**src/rtl/intersection_ctrl.sv**
```systemverilog
// -----------------------------------------------------------------------------
// intersection_ctrl
//
// Purpose:
//    Four-way traffic light controller with a pedestrian walk phase and a
//    flashing-yellow fallback mode. Every state lasts an integer number of
//    ticks, and a prescaler divides clk down to the tick rate. All outputs are
//    decoded from registered state, so nothing combinational leaks from the
//    inputs to the lamps.
//
// Parameters:
//    TICK_DIV      clk cycles per tick (>= 1)
//    GREEN_TICKS   green duration per direction, in ticks
//    YELLOW_TICKS  yellow duration, in ticks
//    ALLRED_TICKS  all-red clearance duration, in ticks
//    WALK_TICKS    pedestrian walk duration, in ticks
//    CNT_W         width of the prescaler and tick counters
//    A duration of 0 is treated as 1.
//
// Ports:
//    clk           single clock, rising edge
//    rst           asynchronous active-high reset
//    ped_req       pedestrian request, sampled every clk
//    flash_en      high selects flash mode
//    ns_red/ns_yellow/ns_green   north-south lamps
//    ew_red/ew_yellow/ew_green   east-west lamps
//    walk          pedestrian walk lamp
//    ped_pending   latched pedestrian request not yet serviced
//    phase         current state encoding (0..7)
// -----------------------------------------------------------------------------
module intersection_ctrl #(
   parameter int unsigned TICK_DIV     = 100_000_000,
   parameter int unsigned GREEN_TICKS  = 5,
   parameter int unsigned YELLOW_TICKS = 3,
   parameter int unsigned ALLRED_TICKS = 1,
   parameter int unsigned WALK_TICKS   = 4,
   parameter int          CNT_W        = 34
) (
   input  logic       clk,
   input  logic       rst,
   input  logic       ped_req,
   input  logic       flash_en,
   output logic       ns_red,
   output logic       ns_yellow,
   output logic       ns_green,
   output logic       ew_red,
   output logic       ew_yellow,
   output logic       ew_green,
   output logic       walk,
   output logic       ped_pending,
   output logic [2:0] phase
);

   typedef enum logic [2:0] {
      NS_GREEN  = 3'd0,
      NS_YELLOW = 3'd1,
      ALL_RED_1 = 3'd2,
      EW_GREEN  = 3'd3,
      EW_YELLOW = 3'd4,
      ALL_RED_2 = 3'd5,
      WALK      = 3'd6,
      FLASH     = 3'd7
   } state_t;

   // Zero-length durations are promoted to one tick, and each duration is
   // stored as "last tick index" so expiry is a simple equality compare.
   localparam int unsigned DIV_EFF    = (TICK_DIV == 0)     ? 1 : TICK_DIV;
   localparam int unsigned GREEN_EFF  = (GREEN_TICKS == 0)  ? 1 : GREEN_TICKS;
   localparam int unsigned YELLOW_EFF = (YELLOW_TICKS == 0) ? 1 : YELLOW_TICKS;
   localparam int unsigned ALLRED_EFF = (ALLRED_TICKS == 0) ? 1 : ALLRED_TICKS;
   localparam int unsigned WALK_EFF   = (WALK_TICKS == 0)   ? 1 : WALK_TICKS;

   localparam logic [CNT_W-1:0] DIV_LAST    = CNT_W'(DIV_EFF - 1);
   localparam logic [CNT_W-1:0] GREEN_LAST  = CNT_W'(GREEN_EFF - 1);
   localparam logic [CNT_W-1:0] YELLOW_LAST = CNT_W'(YELLOW_EFF - 1);
   localparam logic [CNT_W-1:0] ALLRED_LAST = CNT_W'(ALLRED_EFF - 1);
   localparam logic [CNT_W-1:0] WALK_LAST   = CNT_W'(WALK_EFF - 1);

   state_t           state;
   state_t           state_next;
   logic [CNT_W-1:0] presc;
   logic [CNT_W-1:0] ticks;
   logic [CNT_W-1:0] dur_last;
   logic             tick_end;
   logic             walk_entry;
   logic             flash_bit;

   assign tick_end   = (presc == DIV_LAST);
   assign walk_entry = (state_next == WALK) && (state != WALK);

   // Next-state logic. flash_en overrides everything, including the remaining
   // time of the current state. Leaving FLASH always goes through ALL_RED_2 so
   // the intersection gets a clearance interval before traffic resumes. In
   // normal operation a state only advances when the last prescaler cycle of
   // its last tick is reached; ALL_RED_2 diverts to WALK when a pedestrian
   // request is waiting.
   always_comb begin
      state_next = state;
      dur_last   = ALLRED_LAST;
      case (state)
         NS_GREEN, EW_GREEN:   dur_last = GREEN_LAST;
         NS_YELLOW, EW_YELLOW: dur_last = YELLOW_LAST;
         WALK:                 dur_last = WALK_LAST;
         default:              dur_last = ALLRED_LAST;
      endcase
      if (flash_en) begin
         state_next = FLASH;
      end else if (state == FLASH) begin
         state_next = ALL_RED_2;
      end else if (tick_end && (ticks == dur_last)) begin
         case (state)
            NS_GREEN:  state_next = NS_YELLOW;
            NS_YELLOW: state_next = ALL_RED_1;
            ALL_RED_1: state_next = EW_GREEN;
            EW_GREEN:  state_next = EW_YELLOW;
            EW_YELLOW: state_next = ALL_RED_2;
            ALL_RED_2: state_next = ped_pending ? WALK : NS_GREEN;
            WALK:      state_next = NS_GREEN;
            default:   state_next = ALL_RED_2;
         endcase
      end
   end

   // State register. Reset parks the controller in ALL_RED_2 so that the
   // first thing seen after reset is a full clearance interval.
   always_ff @(posedge clk or posedge rst) begin
      if (rst) begin
         state <= ALL_RED_2;
      end else begin
         state <= state_next;
      end
   end

   // Prescaler and tick counter. Both restart on every state change so each
   // state lasts exactly its tick count times TICK_DIV cycles. In FLASH only
   // the prescaler matters (it paces the blink), so the tick counter is held
   // there rather than left to run unbounded.
   always_ff @(posedge clk or posedge rst) begin
      if (rst) begin
         presc <= '0;
         ticks <= '0;
      end else if (state_next != state) begin
         presc <= '0;
         ticks <= '0;
      end else if (tick_end) begin
         presc <= '0;
         if (state != FLASH) begin
            ticks <= ticks + CNT_W'(1);
         end
      end else begin
         presc <= presc + CNT_W'(1);
      end
   end

   // Blink phase for flash mode. It starts lit on entry and inverts at the
   // end of every tick while FLASH persists; outside FLASH it rests at 0.
   always_ff @(posedge clk or posedge rst) begin
      if (rst) begin
         flash_bit <= 1'b0;
      end else if (state_next != FLASH) begin
         flash_bit <= 1'b0;
      end else if (state != FLASH) begin
         flash_bit <= 1'b1;
      end else if (tick_end) begin
         flash_bit <= ~flash_bit;
      end
   end

   // Pedestrian request latch. Any cycle with ped_req sets it; the cycle that
   // enters WALK clears it, but a request arriving on that same cycle wins so
   // it is served by the next WALK. FLASH neither sets nor clears it beyond
   // that, so requests survive a flash episode.
   always_ff @(posedge clk or posedge rst) begin
      if (rst) begin
         ped_pending <= 1'b0;
      end else begin
         ped_pending <= ped_req | (ped_pending & ~walk_entry);
      end
   end

   // Output decode from registered state only. Every non-FLASH state lights
   // exactly one lamp per direction; FLASH shows blinking yellow on NS and
   // blinking red on EW in unison.
   always_comb begin
      ns_red    = 1'b0;
      ns_yellow = 1'b0;
      ns_green  = 1'b0;
      ew_red    = 1'b0;
      ew_yellow = 1'b0;
      ew_green  = 1'b0;
      walk      = 1'b0;
      phase     = state;
      case (state)
         NS_GREEN: begin
            ns_green = 1'b1;
            ew_red   = 1'b1;
         end
         NS_YELLOW: begin
            ns_yellow = 1'b1;
            ew_red    = 1'b1;
         end
         EW_GREEN: begin
            ns_red   = 1'b1;
            ew_green = 1'b1;
         end
         EW_YELLOW: begin
            ns_red    = 1'b1;
            ew_yellow = 1'b1;
         end
         WALK: begin
            ns_red = 1'b1;
            ew_red = 1'b1;
            walk   = 1'b1;
         end
         FLASH: begin
            ns_yellow = flash_bit;
            ew_red    = flash_bit;
         end
         default: begin
            ns_red = 1'b1;
            ew_red = 1'b1;
         end
      endcase
   end

endmodule
```
**config.mk**
```make
export PLATFORM = sky130hd
export DESIGN_NAME = intersection_ctrl
export DESIGN_NICKNAME = d
export VERILOG_FILES = /design/src/rtl/intersection_ctrl.sv
export SDC_FILE = /design/constraint.sdc
export NUM_CORES = 1
export LEC_CHECK = 0
export CAP_MARGIN = 25
export CORE_UTILIZATION = 45
export CTS_CLUSTER_DIAMETER = 100
export DETAILED_ROUTE_END_ITERATION = 7
export RECOVER_POWER = 50
export REMOVE_ABC_BUFFERS = 1
export SYNTH_ARGS = -nofsm -noshare
export SYNTH_HDL_FRONTEND = slang
export SYNTH_SLANG_ARGS = --single-unit
```
**constraint.sdc**
```tcl
create_clock -name clk -period 8.5 [get_ports clk]
set_clock_uncertainty 0.1 [all_clocks]
set_input_delay 2.55 -clock clk [delete_from_list [all_inputs] [get_ports clk]]
set_output_delay 2.55 -clock clk [all_outputs]
set_load 0.05 [all_outputs]
```
==> impl_results.md, run 1 <==
* Result of the run: finished, final reports clean
* Die X at 96.9 um
* Die Y-Extent at 96.9 um
* Static power due to leakage at 1.82 nW
* Post-cts resize count at 0
* Setup repair after global routing missed its margin: false
* Final HPWL from detailed placement at 5.21 mm
* Area of the die at 0.00940 mm2
* Maxcap violations at 0
* Number of standard cells in the layout, taps in and fillers out at 554
* Layout cells sized above 1 at 0.0852
* Via density per instance at 5.58
* Hold-fix buffers at CTS at 0
* Period utilization at 0.586
* Count of mapped cells out of synthesis at 436
* Crit path launch type: register
* Transition time of the tightest slew-check pin at 0.920 ns
* Count of buffers added by post-CTS timing repair for setup at 0
* Global-route wire length before repair at 14.3 mm
* Number of diodes added for antenna fixing at 0
* # H-tree levels at 3
* Starting density of the core at 0.465
* Cell type with the highest occurrence count on the critical path: sky130_fd_sc_hd__nor2_1
* Total CTS buffers at 9
* Placeable Area at 0.00872 mm2
* WHS Path Cells at 1
* Most used standard cell by instance count after synthesis: sky130_fd_sc_hd__dfrtp_1
* Critical setup path kind: reg -> out
* Min Clock Period, post-route at 4.98 ns
* Vias in the first global route at 2,932
* Cell area after synthesis at 0.00406 mm2
* Crit Path Max Fanout at 17
* Worst endpoint data arrival time at 2.33 ns
* TritonCTS clock tree: built
* Largest net degree at the start of global routing at 74
* Cell type of the slowest stage on the worst timing path: sky130_fd_sc_hd__dfstp_2
* Top post-synthesis cells by area: sky130_fd_sc_hd__dfrtp_1, sky130_fd_sc_hd__xor2_1, sky130_fd_sc_hd__xnor2_1
* Port Buffer Count at 14
* Share of flip-flops with an asynchronous set or reset at 1.00
* Via count at 3,092
* Highest attainable clock frequency at 0.201 GHz
* Crit-path cells: nand2_1 -> nor2_1 -> nor2_1 -> clkdlybuf4s50_1
* Stage delay of the slowest cell on the critical path at 0.71 ns
* Data required time of the critical path at 5.85 ns
* Nets@finish at 447
* Most common flop cell mapped by yosys: sky130_fd_sc_hd__dfrtp_1
* Kind of path behind the tightest hold check: reg -> reg
* Final weighted congestion in routability-driven placement at 0.750
* Headroom to the max-slew limit at 0.387
* Initial antenna violation count at 0
* Number of setup violations in the final report at 0
* Synth Register Bits at 73
* Max clock buf depth at 2
* Worst reg-to-reg setup slack at 5.38 ns
* Number of nets with antenna violations after routing at 0
* Synth Area per Inst at 9.30 um2
* Synth cell types at 46
* CTS sink count at 73
* R2r worst-path depth at 7
* Maximum vdd drop at 61.2 uV
* Power per cell area at 159 mW/mm2
* Most used standard cells in the synthesized netlist: sky130_fd_sc_hd__dfrtp_1, sky130_fd_sc_hd__nor2_1, sky130_fd_sc_hd__nor3_1
* Final count of hold timing violations at 0
* Drt first pass iters at 4
* Placed instance count at 538
* Number of rows created at floorplan at 34
* Dominant cell type by area after synthesis: sky130_fd_sc_hd__dfrtp_1
* Setup Total Neg Slack at 0 ns
* Total gr overflow at 0
* Yosys warnings at 0
* Clock-pin slew reported for the worst setup and hold paths after clock tree synthesis at 0.08 ns
* Max-slew violations at 0
* # fillers at 817
* Initial DRC count at 169
* Top-Level Pins at 15
* Post-detailed-route DRC marker count at 0
* Number of synthesized flops with an enable pin at 0
* Synth top area share at 0.438
* Synth-to-layout area growth at 11.1%
* Clock root buffer: sky130_fd_sc_hd__clkbuf_8
* Latest clock arrival within the worst-skew pair at 0.35 ns
* CP Capture Type: primary output
* Routed length per instance at 14.7 um
* Design Power at 715 uW
* Global-route usage over all layers at 0.187
* Drt total wl at 8.13 mm
* Sequential cell area fraction in the yosys report at 0.451
## placed cells by master (no fill, tap or decap), types with 3 or more instances in the layout
| cell type | count |
|---|---|
| sky130_fd_sc_hd__inv_1 | 11 |
| sky130_fd_sc_hd__xnor2_1 | 31 |
| sky130_fd_sc_hd__dfrtp_1 | 71 |
| sky130_fd_sc_hd__a21o_1 | 4 |
| sky130_fd_sc_hd__nand4_1 | 17 |
| sky130_fd_sc_hd__xor2_1 | 34 |
| sky130_fd_sc_hd__and4_1 | 11 |
| sky130_fd_sc_hd__nand2b_1 | 3 |
| sky130_fd_sc_hd__nor3_1 | 45 |
| sky130_fd_sc_hd__nand3_1 | 32 |
| sky130_fd_sc_hd__clkdlybuf4s50_1 | 12 |
| sky130_fd_sc_hd__nor4b_1 | 3 |
| sky130_fd_sc_hd__clkbuf_8 | 9 |
| sky130_fd_sc_hd__and3_1 | 11 |
| sky130_fd_sc_hd__a21oi_1 | 6 |
| sky130_fd_sc_hd__nor2_1 | 50 |
| sky130_fd_sc_hd__buf_4 | 4 |
| sky130_fd_sc_hd__nand2_1 | 31 |
| sky130_fd_sc_hd__nor4_1 | 12 |
| sky130_fd_sc_hd__bufinv_16 | 3 |
## sequential cells by signal, indices dropped and copies added, names as in the netlist
register     count
presc           34
ticks           34
phase            3
flash_bit        1
ped_pending      1
## metrics by stage
stage	setup slack [ns]	hold WS, ns	instance area (um2)	utilization
after floorplan	2.10	0.359	3940	-
after global placement	3.80	0.387	4270	0.489
after detailed placement	3.74	0.405	4270	0.489
after CTS	3.50	0.415	4510	0.517
after global routing	3.34	0.439	4510	0.517
final	3.52	0.410	4510	0.517
## path summary, 6_finish.rpt
path,end,from
setup reg to reg,ticks[28],presc[0]
setup / recovery,ns_red,phase[2]
min in group asynchronous,presc[25],rst
hold reg to reg,presc[0],presc[0]
hold / removal,presc[0],presc[0]
max in group asynchronous,ticks[24],rst
## per-layer routing
layer	global-route usage	wire, um	up-vias
met2	0.290	3700	44
met1	0.261	4110	1504
met5	0	0	-
met4	0.0758	107	0
met3	0.0296	205	8
li1	-	-	1536
## cells by family (layout without fill, tap and decap cells)
group,Yosys count,after routing,synth area share
compound gates,19,19,0.0308
xor+xnor,65,65,0.140
fa+ha+maj,3,3,0.00864
buf+inv,36,46,0.0392
flops,73,73,0.451
mux,3,3,0.00740
simple gates,237,237,0.323
## area by class of cell
| class | instances | area, um2 | share of cell area |
|---|---|---|---|
| Tap cell | 108 | 135 | 0.0300 |
| Multi-Input combinational cell | 327 | 2090 | 0.463 |
| Inverter | 12 | 45.0 | 0.00999 |
| Sequential cell | 73 | 1830 | 0.406 |
| Clock inverter | 7 | 119 | 0.0264 |
| Clock buffer | 9 | 124 | 0.0275 |
| Timing Repair Buffer | 18 | 170 | 0.0377 |
## critical path: cells and delay by family (launching register included)
kind	cells	cell delay, ns
buffers and inverters	1	0.71
and+or+nand+nor	3	0.57
DFF	1	0.71
## report_power, final
part / total (mW) / leakage (nW) / switching (mW) / internal [mW]
clock network: 0.331 / 0.115 / 0.136 / 0.195
logic: 0.0314 / 0.707 / 0.0230 / 0.00836
registers: 0.353 / 1.00 / 0.00334 / 0.349
total: 0.715 / 1.82 / 0.163 / 0.553
Power figures use the tool's default switching activity.
==> run 2, diff against run 1 <==
==> constraint.sdc (replaced) <==
create_clock -name clk -period 4.8 [get_ports clk]
set_clock_uncertainty 0.1 [all_clocks]
set_input_delay 1.44 -clock clk [delete_from_list [all_inputs] [get_ports clk]]
set_output_delay 1.44 -clock clk [all_outputs]
set_load 0.05 [all_outputs]
==> run 2 against run 1 <==
  * The run now ends with capacitance limit, slew limit left
  * Global-route usage rose by 0.097 points
  * Worst setup slack got worse by 2.5 ns
  * Wire length grew 0.30%
  * Total power increased by 69%
  * Final cell count is 0.18% higher
  * Largest cell class unchanged
==> impl_results.md, run 2 (synthesized netlist as in run 1, its figures left out) <==
* Routed length per instance at 14.7 um
* Post-cts resize count at 0
* Hold-fix buffers at CTS at 0
* Kind of path behind the tightest hold check: reg -> reg
* Setup repair after global routing missed its margin: false
* Transition time of the tightest slew-check pin at 1.77 ns
* CP Capture Type: register
* Global-route usage over all layers at 0.188
* Drt total wl at 8.15 mm
* Die X at 96.9 um
* Vias in the first global route at 3,108
* Port Buffer Count at 14
* Largest net degree at the start of global routing at 74
* WHS Path Cells at 1
* # H-tree levels at 3
* Maxcap violations at 2
* Core Util, Final at 0.514
* Layout cells sized above 1 at 0.0805
* Area of the die at 0.00940 mm2
* Number of rows created at floorplan at 34
* Number of setup violations in the final report at 0
* Post-detailed-route DRC marker count at 0
* Starting density of the core at 0.465
* Stage delay of the slowest cell on the critical path at 1.29 ns
* Critical setup path kind: in -> reg
* Violated checks: capacitance limit, slew limit
* Synth-to-layout area growth at 10.5%
* R2r worst-path depth at 7
* Global-route wire length before repair at 14.6 mm
* Headroom to the max-slew limit at -0.180
* Clock-pin slew reported for the worst setup and hold paths after clock tree synthesis at 0.08 ns
* Die Y-Extent at 96.9 um
* Nets@finish at 448
* Final HPWL from detailed placement at 5.25 mm
* Cell type of the slowest stage on the worst timing path: sky130_fd_sc_hd__mux2i_1
* Number of diodes added for antenna fixing at 0
* TritonCTS clock tree: built
* Drt first pass iters at 5
* CP bufs+invs at 2
* Result of the run: finished with violations
* Total CTS buffers at 9
* Crit path launch type: primary input
* Maximum vdd drop at 147 uV
* Clock root buffer: sky130_fd_sc_hd__clkbuf_8
* Initial DRC count at 113
* Crit Path Max Fanout at 51
* Top-Level Pins at 15
* Min Clock Period, post-route at 3.79 ns
* Highest attainable clock frequency at 0.264 GHz
* CTS sink count at 73
* Number of nets with antenna violations after routing at 0
* Placeable Area at 0.00872 mm2
* Count of buffers added by post-CTS timing repair for setup at 0
* Power per cell area at 270 mW/mm2
* Most frequent cells in the layout: sky130_fd_sc_hd__dfrtp_1, sky130_fd_sc_hd__nor2_1, sky130_fd_sc_hd__nor3_1
* Max-slew violations at 91
* Most frequent standard cell in the layout excluding fill and tap cells: sky130_fd_sc_hd__dfrtp_1
* Via density per instance at 5.58
* Max clock buf depth at 2
* Data required time of the critical path at 4.90 ns
* Setup Total Neg Slack at 0 ns
* Worst endpoint data arrival time at 3.89 ns
* Latest clock arrival within the worst-skew pair at 0.34 ns
* Design Power at 1.21 mW
* Crit-path leading delay family: multiplexers
* Final weighted congestion in routability-driven placement at 0.770
* Crit-path cells: dlygate4sd3_1 -> mux2i_1 -> buf_12 -> nor3_1
* Final count of hold timing violations at 0
* Period utilization at 0.789
* Initial antenna violation count at 0
* Via count at 3,098
* Static power due to leakage at 1.82 nW
* Count of cell instances traversed by the critical path at 4
* Total gr overflow at 0
==> run 2: changes by cell type in the layout (fill, tap and decap cells not counted), sizes merged <==
cell      delta
clkbuf       +3
buf          -1
bufinv       -1
clkinvlp     -1
inv          +1
==> run 2: per-stage QoR <==
| step | cell area, um2 | hold WS, ns | std cells | setup slack (ns) |
|---|---|---|---|---|
| finish | 4480 | 0.411 | 555 | 1.01 |
| global route | 4480 | 0.434 | 555 | 0.837 |
| CTS | 4500 | 0.410 | 554 | 0.962 |
| detailed placement | 4280 | 0.400 | 538 | 1.34 |
| global placement | 4280 | 0.391 | 538 | 1.35 |
| floorplan | 3940 | 0.359 | 412 | -1.60 |
==> run 2: final timing paths <==
check | startpoint | end | slack (ns)
worst min register to register | presc[0] | presc[0] | 0.41
worst max register to register | phase[1] | presc[9] | 1.33
worst max-delay path | flash_en | presc[9] | 1.01
worst min-delay path | presc[0] | presc[0] | 0.41
min in group asynchronous | rst | presc[25] | 1.36
max in group asynchronous | rst | ticks[21] | 1.34
==> run 2: area by class of cell <==
class,instances,area [um2]
fill,819,4240
multi-input combinational,327,2070
sequential,73,1830
timing repair buffer,19,184
tap,108,135
clock buffer,10,128
clock inverter,6,90.1
inverter,12,45.0
==> run 2: report_power, final <==
| part | internal (mW) | leakage (nW) | switching [mW] |
|---|---|---|---|
| logic | 0.0154 | 0.713 | 0.0409 |
| registers | 0.619 | 1.00 | 0.00594 |
| clock network | 0.295 | 0.107 | 0.235 |
| total | 0.929 | 1.82 | 0.282 |
==> run 2: metal layers <==
| layer | part of all wire | vias up | global-route usage |
|---|---|---|---|
| met5 | 0 | - | 0 |
| met4 | 0.015 | 0 | 0.0700 |
| met3 | 0.024 | 12 | 0.0340 |
| met2 | 0.46 | 42 | 0.305 |
| met1 | 0.50 | 1499 | 0.251 |
| li1 | - | 1545 | - |
==> run 3, diff against run 2 <==
==> constraint.sdc (replaced) <==
create_clock -name clk -period 3.6 [get_ports clk]
set_clock_uncertainty 0.1 [all_clocks]
set_input_delay 1.08 -clock clk [delete_from_list [all_inputs] [get_ports clk]]
set_output_delay 1.08 -clock clk [all_outputs]
set_load 0.05 [all_outputs]
==> run 3 against run 2 <==
  * The run now ends clean
  * Final area is essentially flat
  * Critical path type is now reg -> out
  * First-iteration DRC count rose by 27%
  * Largest power group unchanged
  * Sequential cell count did not move
  * Non-clock buffer count rose by 3
  * Combinational power increased by 39%
  * Final cell count grew 0.36%
  * Largest cell class unchanged
  * Sequential power increased by 33%
  * Die area did not move
  * Via count decreased by 0.74%
  * Global-route usage is 0.14 points lower
  * Highest routed layer unchanged
  * Worst setup slack worse by 0.81 ns
==> impl_results.md, run 3 (synthesized netlist as in run 1, its figures left out) <==
* Result of the run: finished, final reports clean
* CP Capture Type: primary output
* Highest attainable clock frequency at 0.294 GHz
* Global-route wire length before repair at 14.4 mm
* Routed length per instance at 14.5 um
* Max-slew violations at 0
* Clock Power Share at 0.405
* Starting density of the core at 0.465
* Die X at 96.9 um
* Number of rows created at floorplan at 34
* Initial DRC count at 143
* Placed instance count at 542
* Most frequent cells in the layout: sky130_fd_sc_hd__dfrtp_1, sky130_fd_sc_hd__nor2_1, sky130_fd_sc_hd__nor3_1
* CP bufs+invs at 1
* Static power due to leakage at 1.83 nW
* Global-route usage over all layers at 0.187
* Min Clock Period, post-route at 3.40 ns
* Maxcap violations at 0
* Crit-path cells: nand2b_1 -> nor2_1 -> a31oi_1 -> clkdlybuf4s50_1
* Setup repair after global routing missed its margin: false
* Max clock buf depth at 2
* Critical setup path kind: reg -> out
* # H-tree levels at 3
* Synth-to-layout area growth at 10.6%
* Via density per instance at 5.52
* Drt first pass iters at 4
* Transition time of the tightest slew-check pin at 1.07 ns
* Number of setup violations in the final report at 0
* Gate power share at 0.051
* Setup Total Neg Slack at 0 ns
* Kind of path behind the tightest hold check: reg -> reg
* Number of nets with antenna violations after routing at 0
* Crit-path leading delay family: buffers and inverters
* Drt total wl at 8.06 mm
* TritonCTS clock tree: built
* Multi-input combinational cell area at 0.00208 mm2
* Top-Level Pins at 15
* Hold-fix buffers at CTS at 0
* CTS sink count at 73
* Vias in the first global route at 2,980
* Layout cells sized above 1 at 0.0891
* Die Y-Extent at 96.9 um
* Post-cts resize count at 0
* Total gr overflow at 0
* Data required time of the critical path at 2.42 ns
* Clock root buffer: sky130_fd_sc_hd__clkbuf_8
* Placeable Area at 0.00872 mm2
* Switching share of total power at 0.242
* Initial antenna violation count at 0
* Cell type of the slowest stage on the worst timing path: sky130_fd_sc_hd__clkdlybuf4s50_1
* Total CTS buffers at 9
* Crit path launch type: register
* Number of diodes added for antenna fixing at 0
* Switch Pwr at 370 uW
* Via count at 3,075
* Period utilization at 0.944
* Latest clock arrival within the worst-skew pair at 0.35 ns
* Port Buffer Count at 14
* Largest net degree at the start of global routing at 54
* Worst endpoint data arrival time at 2.22 ns
* Headroom to the max-slew limit at 0.289
* Final HPWL from detailed placement at 5.35 mm
* Maximum vdd drop at 143 uV
* Final count of hold timing violations at 0
* Stage delay of the slowest cell on the critical path at 0.82 ns
* # fillers at 831
* Most frequent standard cell in the layout excluding fill and tap cells: sky130_fd_sc_hd__dfrtp_1
* Final weighted congestion in routability-driven placement at 0.796
* Sequential group share of total power at 0.544
* Design Power at 1.53 mW
* Crit Path Max Fanout at 17
* Post-detailed-route DRC marker count at 0
* Sequential cell area at 0.00183 mm2
* Power per cell area at 341 mW/mm2
* Area of the die at 0.00940 mm2
* Cell-internal power at 1.16 mW
* Number of standard cells in the layout, taps in and fillers out at 557
* Count of buffers added by post-CTS timing repair for setup at 0
* Nets@finish at 451
* Clock-pin slew reported for the worst setup and hold paths after clock tree synthesis at 0.08 ns
==> run 3: area by class of cell <==
class,instances,share of cell area
repair buffers,22,0.0474
inverters,12,0.0100
well taps,108,0.0301
flip-flops and latches,73,0.408
clock buffers,9,0.0276
multi-input cells,327,0.464
clock inverters,6,0.0134
==> run 3: metrics by stage <==
step	setup WS [ns]	hold WS, ns	util	area (um2)
final	0.202	0.396	0.514	4490
after global routing	0.0834	0.425	0.514	4490
after CTS	0.117	0.395	0.516	4500
after detailed placement	0.498	0.386	0.495	4320
after global placement	0.536	0.382	0.495	4320
after floorplan	-2.80	0.359	-	3940
==> run 3: routing by layer <==
metal  up-vias  part of all wire  global-route usage
met5         -                 0                   0
met4         0            0.0073              0.0700
met3         6             0.026              0.0361
met2        37              0.44               0.274
met1      1485              0.53               0.272
li1       1547                 -                   -
==> run 3: final timing paths <==
path | from | endpoint | slack, ns | cells past startpoint
worst max-delay path | phase[0] | ew_red | 0.20 | 4
worst min-delay path | presc[0] | presc[0] | 0.40 | 1
worst max register to register | presc[8] | presc[7] | 0.66 | 7
worst min register to register | presc[0] | presc[0] | 0.40 | 1
max in group asynchronous | rst | ticks[28] | 0.49 | 3
min in group asynchronous | rst | presc[19] | 1.30 | 2
==> run 3: worst reg2reg max path, cell delays in order (launching register included) <==
cell                      delay [ns]
sky130_fd_sc_hd__dfrtp_1        0.45
sky130_fd_sc_hd__nor4b_1        0.47
sky130_fd_sc_hd__nand3_1        0.22
sky130_fd_sc_hd__nor3_1         0.72
sky130_fd_sc_hd__a31oi_1        0.24
sky130_fd_sc_hd__mux2i_4        0.23
sky130_fd_sc_hd__buf_12         0.27
sky130_fd_sc_hd__nor3_1         0.10
==> run 3: power groups by stage <==
stage	combinational, mW	sequential [mW]	clock, mW
after floorplan	0.0466	0.849	0
after global placement	0.0829	0.848	0
after detailed placement	0.0832	0.849	0
after CTS	0.0835	0.833	0.641
after global routing	0.0893	0.834	0.680
final	0.0784	0.833	0.620
